File: src/rtl/key_conditioner.sv
`default_nettype none
// ============================================================================
// Module   : key_conditioner
// Purpose  : Conditions four raw lane keys for the rhythm-game control logic.
//            Each lane has a metastability synchronizer, a counter-based
//            debouncer, one-cycle press/release pulses and a saturating
//            hold-time counter.
// Revision : 1.0 - initial release
// ----------------------------------------------------------------------------
// Parameters
//   DEBOUNCE_CYCLES : stable cycles needed to accept a level change (1..2^20-1)
//   SYNC_STAGES     : synchronizer depth (2..4)
//   HOLD_W          : width of each hold counter
// Ports
//   clk         in   1          game clock, rising edge
//   rst         in   1          asynchronous active-high reset
//   key_raw     in   4          raw key pins, 1 = pressed, bit i = lane i
//   key_level   out  4          debounced key state
//   key_press   out  4          one-cycle pulse on debounced rising edge
//   key_release out  4          one-cycle pulse on debounced falling edge
//   hold_cnt    out  4*HOLD_W   lane i at [i*HOLD_W +: HOLD_W]
// Configuration
//   KEY_HOLD_CNT_EN : when defined the hold counters are built; otherwise
//                     hold_cnt is tied to zero.
// ============================================================================
module key_conditioner #(
    parameter int DEBOUNCE_CYCLES = 20000,
    parameter int SYNC_STAGES     = 2,
    parameter int HOLD_W          = 16
) (
    input  logic                  clk,
    input  logic                  rst,
    input  logic [3:0]            key_raw,
    output logic [3:0]            key_level,
    output logic [3:0]            key_press,
    output logic [3:0]            key_release,
    output logic [4*HOLD_W-1:0]   hold_cnt
);

    localparam logic [19:0] c_DB_LAST = 20'(DEBOUNCE_CYCLES - 1);

    for (genvar i = 0; i < 4; i++) begin : g_lane
        logic [SYNC_STAGES-1:0] r_sync;
        logic [19:0]            r_db_cnt;
        logic                   r_level;
        logic                   r_press;
        logic                   r_release;
        logic                   w_sync;
        logic                   w_level_next;
        logic [19:0]            w_cnt_next;

        assign w_sync = r_sync[SYNC_STAGES-1];

        always_ff @(posedge clk or posedge rst) begin
            if (rst) begin
                r_sync <= '0;
            end else begin
                r_sync <= {r_sync[SYNC_STAGES-2:0], key_raw[i]};
            end
        end

        // Counter restarts whenever the synchronized input agrees with the
        // accepted level, so any bounce back restarts the stability window.
        always_comb begin
            w_level_next = r_level;
            w_cnt_next   = '0;
            if (w_sync != r_level) begin
                if (r_db_cnt == c_DB_LAST) begin
                    w_level_next = w_sync;
                end else begin
                    w_cnt_next = r_db_cnt + 20'd1;
                end
            end
        end

        // Pulses are derived from the next level so they line up with the
        // first cycle the new level is visible on key_level.
        always_ff @(posedge clk or posedge rst) begin
            if (rst) begin
                r_db_cnt  <= '0;
                r_level   <= 1'b0;
                r_press   <= 1'b0;
                r_release <= 1'b0;
            end else begin
                r_db_cnt  <= w_cnt_next;
                r_level   <= w_level_next;
                r_press   <= w_level_next & ~r_level;
                r_release <= ~w_level_next & r_level;
            end
        end

        assign key_level[i]   = r_level;
        assign key_press[i]   = r_press;
        assign key_release[i] = r_release;

`ifdef KEY_HOLD_CNT_EN
        logic [HOLD_W-1:0] r_hold;

        always_ff @(posedge clk or posedge rst) begin
            if (rst) begin
                r_hold <= '0;
            end else if (!w_level_next) begin
                r_hold <= '0;
            end else if (r_hold != {HOLD_W{1'b1}}) begin
                r_hold <= r_hold + 1'b1;
            end
        end

        assign hold_cnt[i*HOLD_W +: HOLD_W] = r_hold;
`else
        assign hold_cnt[i*HOLD_W +: HOLD_W] = '0;
`endif
    end

endmodule
`default_nettype wire

File: config.mk
export PLATFORM = sky130hd
export DESIGN_NAME = key_conditioner
export DESIGN_NICKNAME = d
export VERILOG_FILES = /design/src/rtl/key_conditioner.sv
export SDC_FILE = /design/constraint.sdc
export NUM_CORES = 1
export LEC_CHECK = 0
export ABC_AREA = 1
export CAP_MARGIN = 20
export CORE_MARGIN = 2
export CORE_UTILIZATION = 30
export DETAILED_ROUTE_END_ITERATION = 12
export SYNTH_ARGS = -nofsm -noshare
export SYNTH_HDL_FRONTEND = slang
export SYNTH_SLANG_ARGS = --single-unit
export TNS_END_PERCENT = 50
File: constraint.sdc
create_clock -name clk -period 5.3 [get_ports clk]
set_clock_uncertainty 0.05 [all_clocks]
set_input_delay 0.795 -clock clk [delete_from_list [all_inputs] [get_ports clk]]
set_output_delay 0.795 -clock clk [all_outputs]
set_load 0.005 [all_outputs]
# Word level (Yosys, flattened, before mapping)
# Cells that the tools add are included.
dict set report word_totals {
  register_bits 100
  elab_cells 64
  output_inout_bits 76
}
dict set report op_classes {
  addsub 4
  eq_ne 8
  bitwise_logic 16
  n_mux 16
}
# cell count
set ops {}
lappend ops {{$mux W20} 8}
lappend ops {{$add A20 B1 Y20 const B} 4}
lappend ops {{$eq A20 B15 Y1 const B} 4}
lappend ops {{$and A1 B1 Y1} 8}
lappend ops {{$mux W1} 8}
lappend ops {{$not A1 Y1} 8}
lappend ops {{$ne A1 B1 Y1} 4}

# Longest topological paths before layout
dict set report depth {
  word_depth 5
  depth_mapped 9
  ltp_nobuf 9
}

# Worst setup path after synthesis
# OpenSTA, ideal clock, no wires.
dict set report synth_path {
  path_kind {register to register}
  startpoint {reg g_lane[3].r_db_cnt[0]}
  endpoint {reg g_lane[3].r_db_cnt[12]}
  t_required_ps 5118
  path_stages_with_launch 8
  slack_ps 3926
  path_buffers 0
  arrival_ps 1192
  setup_ps 132
  path_cell_list {dfrtp_1 ha_1 nand2_1 nor2_1 nand2_2 nor2_2 xor2_1 nor2_1}
}
dict set report synth_between {
  elab_chain_len 3
  word_cells_on_any_way 4
  classes_between {1 x add/sub; 1 x eq/ne; 2 x mux}
}
# element line_no
set synth_lines {}
lappend synth_lines {{start: declaration} 44} ;# logic [19:0] r_db_cnt;
lappend synth_lines {{start signal: assignment} 85} ;# r_db_cnt <= w_cnt_next;
lappend synth_lines {{$add A20 B1 Y20 / $eq A20 B15 Y1 (equally long branches)} {71, 68}}
lappend synth_lines {{$mux W20 *} 68} ;# if (r_db_cnt == c_DB_LAST) begin
lappend synth_lines {{$mux W20 *} 67} ;# if (w_sync != r_level) begin
lappend synth_lines {{net g_lane[3].w_cnt_next[12]} 50} ;# logic [19:0] w_cnt_next;
# Mark *: on every way through the listed nets, which the timed path passes. The rest lies on a longest branch.

# Final worst setup path
dict set report layout_path {
  startpoint {reg g_lane[3].r_level}
  endpoint {out key_level[3]}
}
# element line_no
set layout_lines {}
lappend layout_lines {{start: declaration} 45} ;# logic r_level;
lappend layout_lines {{start signal: assignment} 86} ;# r_level <= w_level_next;
lappend layout_lines {{end: declaration} 34} ;# output logic [3:0] key_level,
# No word-level cell between the ends.

==> flow_metrics.py <==
metrics = {
    "sta": {
        "tightest_slew_ns": 0.837,
        "finalCritPeriodShare": 0.401,
        "relSlewSlack": 0.440,
        "setup_slack_ns": 3.17,
        "tns_ns": 0,
        "setup_violations": 0,
        "layout_min_cycle_time_ns": 2.13,
        "timing_hold_violations_final": 0,
        "fin_hold_ws_ns": 0.303,
        "max_clock_freq_mhz": 470,
        "slew_viol_final": 0,
        "rsz0062_at_grt": "false",
    },
    "synthesis": {
        "synth_top_family_by_area": "simple AND/OR/NAND/NOR gates",
        "synth-compound-area-share": 0.0215,
        "synthXorXnorAreaFrac": 0.0526,
        "synthCells": 754,
        "yosys.area_share.adder": 0.00859,
        "synth-simple-area-share": 0.334,
        "ys_types": 29,
        "syn-cell-area_mm2": 0.00583,
        "synth_largest_area_cell": "dfrtp_1",
        "ys_ff_latch": 100,
        "syn_avg_cell_area_um2": 7.73,
        "synthMuxAreaShare": 0,
        "synthTopCellsByArea": "dfrtp_1 (43%), nor2_1 (10%), buf_4 (9.8%)",
        "ys_warn_count": 0,
        "synth.yosys.seq_area_share": 0.429,
        "synth_top_area_frac": 0.429,
    },
    "power_and_ir_drop": {
        "vdd_ir_drop_max_mv": 0.178,
        "power.density_mw_per_mm2": 253,
        "p_leak_nw": 2.87,
    },
    "clock_network": {
        "clkSinkCount": 100,
        "h-tree-depth": 3,
        "ctsHoldBuffers": 0,
        "clockRootBuffer": "clkbuf_16",
        "cts_inserted_buffers": 9,
        "clock_latency_ns": 0.35,
        "cts_setup_buffers": 0,
        "cts_max_path_buffers": 2,
        "cts-resized-gates": 0,
        "clkTransAtPathRegs_ns": 0.07,
        "cts_tree": "yes",
    },
    "hold_path": {
        "worstHoldPathType": "flop to flop",
    },
    "placement": {
        "io_buffers": 17,
        "place_ws_ns": 2.84,
        "hpwl_um": 7790,
        "gp_congestion": 0.835,
    },
    "worst_setup_path": {
        "worst-path-buf-inv": 1,
        "slowest_stage": "clkdlybuf4s50_1",
        "worstSetupPathType": "flop to primary output",
        "critPathMaxFanout": 4,
        "cp_data_required_time_ns": 4.45,
        "cp_slowest_stage_delay_ns": 0.52,
        "end_kind": "primary output",
        "crit_arrival_ns": 1.28,
        "path_cells": "clkdlybuf4s50_1",
        "crit_family": "buffers and inverters",
        "critPathLaunchType": "flop",
    },
    "global_routing": {
        "grt_max_degree": 75,
        "grt_usage": 0.112,
        "grt_pass1_vias": 3952,
        "grt_pass1_wl_um": 18300,
        "gr-total-overflow": 0,
        "antenna_found_initial": 0,
    },
    "drt": {
        "dr.pass1.iters": 5,
        "routed-via-count": 4248,
        "routed_wl_um": 10800,
        "ant_nets": 0,
        "routed_via_density": 4.10,
        "drt-wirelength-per-cell_um": 10.4,
        "drt_iter0_markers": 180,
        "drc": 0,
    },
    "cells_and_area": {
        "seq_area_mm2": 0.00250,
        "n_fill_cell": 2005,
        "multi_input_area_mm2": 0.00267,
        "antenna_cells": 0,
        "finish.net_count": 780,
        "area_delta_synth_final_pct": 9.51,
        "drive_gt1_frac": 0.0929,
    },
    "die": {
        "core_mm2": 0.0189,
        "rows": 50,
        "io_pins": 82,
        "floorplan.initialDensity": 0.308,
        "die_y_um": 143,
        "dieWidth_um": 143,
        "die_area_mm2": 0.0206,
    },
    "job": {
        "drv_cap": 0,
    },
    "run_status": {
        "outcome": "complete, no violations",
    },
}
## cell type report
cell class / count / area share
Clock buffer: 11 / 0.0380
Clock inverter: 5 / 0.0167
Inverter: 82 / 0.0486
Multi-Input combinational cell: 555 / 0.418
Sequential cell: 100 / 0.392
Tap cell: 260 / 0.0510
Timing Repair Buffer: 22 / 0.0357
## state kept, by name, indices dropped and copies added, names as in the netlist
name,flops
g_lane.r_release,4
g_lane.r_press,4
g_lane.r_db_cnt,80
g_lane.r_sync,8
g_lane.r_level,4
## cells in the final DEF (no fill, tap or decap), drive strengths merged
cell type      count
nor2             185
bufinv             3
clkinvlp           1
nor3              14
nand3             46
nand4             10
buf                5
xnor2             10
nand2            167
o21bai             5
ha                 4
clkdlybuf4s50     17
clkinv             1
dfrtp            100
a21oi              7
xor2              25
nor3b              4
clkbuf            11
o21a               3
inv               82
o21ai              6
conb              64
and2               5
## power breakdown
group / switching [W] / internal, W / total [W]
clock: 0.000293 / 0.000476 / 0.000770
combinational: 0.0000482 / 0.0000164 / 0.0000646
sequential: 0.00000774 / 0.000773 / 0.000781
total: 0.000349 / 0.00127 / 0.00162
## logic make-up (layout without fill, tap and decap cells)
group           after synthesis  in the layout
xor+xnor                     35             35
simple gates                431            431
other cells                   1             64
flops                       100            100
compound gates               21             21
buf+inv                     162            120
fa+ha+maj                     4              4
## routing by layer
metal / GRT usage / wire (um)
met3: 0.0313 / 472
met5: 0 / 0
met4: 0.0325 / 106
met2: 0.177 / 4880
met1: 0.151 / 5320
## stage by stage
step | total power (W) | utilization | std cells | cell area, um^2
after CTS | 0.00164 | 0.336 | 1034 | 6350
after global routing | 0.00168 | 0.338 | 1035 | 6380
after floorplan | 0.000873 | - | 817 | 6060
after global placement | 0.000858 | 0.318 | 1018 | 6010
final | 0.00162 | 0.338 | 1035 | 6380
after detailed placement | 0.000859 | 0.318 | 1018 | 6010
## synth_stat cells, drive strengths merged
master	number
ha	4
o21a	3
o21ai	6
a21oi	7
inv	81
nor3b	4
nand2	167
nor2	185
clkbuf	3
xnor2	10
conb	1
clkinv	1
buf	77
xor2	25
nand3	46
o21bai	5
and2	5
nor3	14
dfrtp	100
nand4	10
## path summary, 6_finish.rpt
path	startpoint	to	slack [ns]	depth (start not counted)
setup / recovery	g_lane[3].r_level	key_level[3]	3.17	1
hold / removal	g_lane[1].r_sync[0]	g_lane[1].r_sync[1]	0.30	0
setup reg to reg	g_lane[0].r_sync[1]	g_lane[0].r_db_cnt[11]	3.46	6
hold reg to reg	g_lane[1].r_sync[0]	g_lane[1].r_sync[1]	0.30	0
max in group asynchronous	rst	g_lane[3].r_db_cnt[18]	3.62	4
min in group asynchronous	rst	g_lane[1].r_release	0.63	2
Note: power is estimated with default switching activity, not from simulation.
